### src/rtl/io_pkg.sv
// io_pkg: shared FSM state codes and switch-word extension for the input unit.
package io_pkg;
    typedef enum logic [1:0] {
        IDLE       = 2'd0,
        ARM        = 2'd1,
        WAIT_PRESS = 2'd2,
        DONE       = 2'd3
    } state_t;
    localparam int EXT_MAX = 64;
    // Extends the low dw bits of v to EXT_MAX bits; callers truncate to their own width.
    function automatic logic [EXT_MAX-1:0] ext(input logic [EXT_MAX-1:0] v, input int dw, input logic sgn);
        logic [EXT_MAX-1:0] hi;
        logic msb;
        hi = ~(EXT_MAX'(0)) << dw;
        msb = |(v & (EXT_MAX'(1) << (dw - 1)));
        return (v & ~hi) | ((sgn && msb) ? hi : EXT_MAX'(0));
    endfunction
endpackage

### src/rtl/btn_debounce.sv
// btn_debounce: synchronises a bouncing button and emits a debounced level plus a one-cycle rise pulse.
module btn_debounce #(
    parameter int SYNC_STAGES  = 2,
    parameter int DEBOUNCE_CYC = 250000
) (
    input  logic clock,
    input  logic reset_n,
    input  logic raw,
    output logic level,
    output logic rise
);
    localparam int CW = $clog2(DEBOUNCE_CYC + 1);
    logic [SYNC_STAGES-1:0] sync;
    logic [CW-1:0] cnt;
    logic level_q;
    logic btn_s;
    assign btn_s = sync[SYNC_STAGES-1];
    always_ff @(posedge clock) begin
        if (!reset_n) begin
            sync    <= '0;
            cnt     <= '0;
            level   <= 1'b0;
            level_q <= 1'b0;
        end else begin
            sync    <= {sync[SYNC_STAGES-2:0], raw};
            level_q <= level;
            if (btn_s == level)
                cnt <= '0;
            else if (cnt == CW'(DEBOUNCE_CYC)) begin
                cnt   <= '0;
                level <= ~level;
            end else
                cnt <= cnt + 1'b1;
        end
    end
    assign rise = level & ~level_q;
endmodule

### src/rtl/input_ctrl.sv
// input_ctrl: stalls the core on a read request until one debounced button press,
// then captures the synchronised switch word, extends it and pulses input_valid.
module input_ctrl
    import io_pkg::*;
#(
    parameter int DATA_W       = 18,
    parameter int OUT_W        = 32,
    parameter int SIGN_EXT     = 0,
    parameter int SYNC_STAGES  = 2,
    parameter int DEBOUNCE_CYC = 250000
) (
    input  logic              clock,
    input  logic              reset_n,
    input  logic [DATA_W-1:0] switch,
    input  logic              btn,
    input  logic              escreveInput,
    output logic              haltIn,
    output logic [OUT_W-1:0]  saida,
    output logic              input_valid
);
    state_t state, nxt;
    logic [DATA_W-1:0] sw_sync [SYNC_STAGES];
    logic [DATA_W-1:0] sw_s;
    logic btn_db, btn_press;

    btn_debounce #(.SYNC_STAGES(SYNC_STAGES), .DEBOUNCE_CYC(DEBOUNCE_CYC)) u_db (
        .clock  (clock),
        .reset_n(reset_n),
        .raw    (btn),
        .level  (btn_db),
        .rise   (btn_press)
    );

    assign sw_s = sw_sync[SYNC_STAGES-1];

    always_ff @(posedge clock) begin
        if (!reset_n) begin
            for (int i = 0; i < SYNC_STAGES; i++) sw_sync[i] <= '0;
            state <= IDLE;
            saida <= '0;
        end else begin
            sw_sync[0] <= switch;
            for (int i = 1; i < SYNC_STAGES; i++) sw_sync[i] <= sw_sync[i-1];
            state <= nxt;
            if (state == WAIT_PRESS && escreveInput && btn_press)
                saida <= OUT_W'(ext(EXT_MAX'(sw_s), DATA_W, SIGN_EXT != 0));
        end
    end

    // A button already down at request time keeps ARM waiting until it is released.
    always_comb begin
        nxt = state;
        unique case (state)
            IDLE:       nxt = escreveInput ? ARM : IDLE;
            ARM:        nxt = !escreveInput ? IDLE : (btn_db ? ARM : WAIT_PRESS);
            WAIT_PRESS: nxt = !escreveInput ? IDLE : (btn_press ? DONE : WAIT_PRESS);
            default:    nxt = IDLE;
        endcase
    end

    assign input_valid = state == DONE;
    assign haltIn = reset_n & escreveInput & (state != DONE);
endmodule
### config.mk
export PLATFORM = sky130hd
export DESIGN_NAME = input_ctrl
export DESIGN_NICKNAME = d
export VERILOG_FILES = /design/src/rtl/io_pkg.sv /design/src/rtl/btn_debounce.sv /design/src/rtl/input_ctrl.sv
export SDC_FILE = /design/constraint.sdc
export NUM_CORES = 1
export LEC_CHECK = 0
export CORE_UTILIZATION = 30
export DETAILED_ROUTE_END_ITERATION = 10
export PLACE_DENSITY = 0.59
export SYNTH_ARGS = -nofsm -noshare
export SYNTH_HDL_FRONTEND = slang
export SYNTH_SLANG_ARGS = --single-unit
### constraint.sdc
create_clock -name clock -period 2.61 [get_ports clock]
set_input_delay 0.522 -clock clock [delete_from_list [all_inputs] [get_ports clock]]
set_output_delay 0.522 -clock clock [all_outputs]
set_load 0.01 [all_outputs]
==> reports/qor.txt <==
total setup buffers inserted after CTS -> 0
post-synthesis instance area -> 2810 sq um
hold bufs inserted after CTS -> 0
TritonRoute pass-1 iters -> 4
clock tree from TritonCTS -> yes
total of fill cells in the finished design -> 900
standard-cell rows -> 34
number of setup violations in the final report -> 0
drt first-iter violations -> 94
diode count -> 0
max-slew violation count -> 0
worst endpoint required time -> 2.09 ns
proportion of layout cells with a drive suffix above 1 -> 0.0674
clock sink count -> 78
number of antenna violations at the first check in global routing -> 0
global-route wire length before repair -> 8060 um
logic depth of the worst register-to-register path -> 5
critical path capture point type -> output port
post-synthesis to final-layout area growth -> 23.8%
number of buffers on the longest clock path -> 2
io pins -> 56
DRC errors left -> 0
category of the critical setup timing path -> in -> out
run status -> complete, no violations
Max Fclk -> 443 MHz
area of the placeable core -> 8890 sq um
highest-count cells in the layout ignoring fill and taps -> dfxtp_1, nand2_1, and2_1, clkdlybuf4s50_1, nor2_1
input/output buffers -> 41
total routing resource utilization after global routing -> 0.107
Die X -> 98.8 um
worst clock skew -> 0.0153 ns
Final #Nets -> 360
die height -> 98.8 um
setup slack of the worst register-to-register path -> 0.60 ns
post-layout min period -> 2.26 ns
overall overflow remaining after global route -> 0
routed length per placed instance -> 10.5 um
CP max FO -> 3
worst r2r src -> u_db.cnt[0]
RSZ-0062 raised after global routing -> no
Static Leak -> 1.22 nW
starting density of the core -> 0.316
Vias -> 1905
Critical Path Source Type -> input pin
die area -> 9760 sq um
number of vias per cell after detailed routing -> 4.24
Crit-path slowest cell -> clkdlybuf4s50_1
Critical Path Max Stage Delay -> 0.53 ns
Worst-Skew Late Latency -> 0.35 ns
CTS-repair resized insts -> 0
Setup Total Neg Slack -> 0 ns
number of buffers created by CTS -> 9
depth of the worst hold-timing path -> 1
number of nets still failing antenna checks after routing -> 0
number of global-route vias before repair -> 1717
cell count after synthesis -> 293
capturing point of the worst reg2reg path -> u_db.cnt[16]
gpl congestion -> 0.779
final clock period utilization by the worst path -> 0.865
# H-tree levels -> 3
sequential element share of the synthesized area -> 0.555
Ys Warns -> 0
post-synthesis register bit count -> 78
final hold vios -> 0
terminating pin of the worst hold path -> sw_sync[1][2]
leading cell type in the layout, fill and taps excluded -> dfxtp_1
Unique masters post-synth -> 33
master cell of the clock root buffer -> clkbuf_8
worst-case vdd ir drop -> 0.246 mV
power per unit of standard cell area -> 647 nW/um^2
worst path cell trace -> clkdlybuf4s50_1, nand2_1, nor2_1, clkdlybuf4s50_1
Mean Syn Cell Area -> 9.60 sq um
Final Core Density -> 0.392
cell with the most instances on the worst path -> clkdlybuf4s50_1
clock-pin slew of the registers on the worst-case setup and hold paths -> 0.08 ns
maximum number of pins on one net before global-route repair -> 60
reported max-cap violation count -> 0
HPWL Detailed -> 3160 um
overall routed net length -> 4730 um
Worst Hold Class -> reg -> reg
WP data arrival -> 1.74 ns
Hold Path Origin -> sw_sync[0][2]
-- per-stage QoR --
step / setup WS, ns / power, mW / area, sq um / hold slack (ns) / cells
CTS: 0.345 / 2.30 / 3480 / 0.438 / 449
floorplan: 0.840 / 1.31 / 2860 / 0.412 / 306
finish: 0.352 / 2.25 / 3480 / 0.436 / 449
detailed placement: 0.350 / 1.34 / 3270 / 0.417 / 433
global route: 0.263 / 2.35 / 3480 / 0.448 / 449
global placement: 0.364 / 1.34 / 3270 / 0.416 / 433
-- critical path: cells and delay by family --
family | cells | cell delay, ns
buf+inv | 2 | 1.03
simple gates | 2 | 0.18
-- where the power goes --
part	switching, mW	internal [mW]	total, mW	leakage (nW)
combinational	0.0345	0.0483	0.0828	0.481
clock	0.442	0.502	0.944	0.107
sequential	0.00804	1.22	1.23	0.637
total	0.484	1.77	2.25	1.22
-- state kept, by name (all words and copies together), names as in the netlist --
signal,count
u_db.sync,2
state,2
u_db.level_q,1
sw_sync,36
u_db.level,1
u_db.cnt,18
saida,18
-- Yosys cell counts --
| master | count | area, sq um |
|---|---|---|
| a21boi_0 | 18 | 135 |
| a21oi_1 | 5 | 25.0 |
| and2_1 | 40 | 250 |
| and3_1 | 1 | 6.26 |
| and4_1 | 2 | 17.5 |
| buf_1 | 1 | 3.75 |
| buf_4 | 15 | 113 |
| buf_6 | 1 | 11.3 |
| clkbuf_1 | 8 | 30.0 |
| conb_1 | 1 | 3.75 |
| dfxtp_1 | 78 | 1560 |
| ha_1 | 2 | 25.0 |
| inv_1 | 7 | 26.3 |
| mux2i_1 | 1 | 10.0 |
| nand2_1 | 43 | 161 |
| nand3_1 | 8 | 40.0 |
| nand4_1 | 7 | 43.8 |
| nand4bb_1 | 1 | 11.3 |
| nor2_1 | 22 | 82.6 |
| nor3_1 | 2 | 10.0 |
| nor4_1 | 4 | 25.0 |
| nor4b_1 | 1 | 8.76 |
| o21ai_0 | 2 | 10.0 |
| o21ai_4 | 1 | 16.3 |
| o31ai_1 | 1 | 7.51 |
| o41ai_1 | 1 | 8.76 |
| or2_2 | 1 | 6.26 |
| or3_1 | 2 | 12.5 |
| or3b_2 | 1 | 8.76 |
| or4_1 | 1 | 7.51 |
| or4b_1 | 1 | 10.0 |
| xnor2_1 | 9 | 78.8 |
| xor2_1 | 5 | 43.8 |
-- worst max path at each step --
stage | from | to | cells after the start | slack [ns]
final | escreveInput | haltIn | 4 | 0.35
after global routing | escreveInput | haltIn | 4 | 0.26
after floorplan | u_db.cnt[4] | u_db.cnt[10] | 6 | 0.84
after detailed placement | escreveInput | haltIn | 4 | 0.35
after CTS | escreveInput | haltIn | 4 | 0.35
after global placement | escreveInput | haltIn | 4 | 0.36
-- layout make-up --
class	count	area [sq um]	area share
sequential	78	1560	0.449
inverter	7	26.3	0.00755
timing repair buffer	44	428	0.123
multi-input combinational	196	1110	0.320
clock buffer	11	151	0.0435
tap	108	135	0.0388
clock inverter	5	63.8	0.0183
-- layer usage --
layer	share of wire	track usage
met2	0.46	0.164
met5	0	0
met4	0.021	0.0758
met3	0.037	0.0255
met1	0.49	0.132
-- logic make-up after synthesis --
group	share of synthesized area
AOI/OAI and AO/OA	0.0721
xor gates and xnor gates	0.0436
muxes	0.00356
other	0.00133
buffers and inverters	0.0654
adders and majority gates	0.00890
DFF	0.555
and+or+nand+nor	0.250
(Power assumes the default switching activity.)
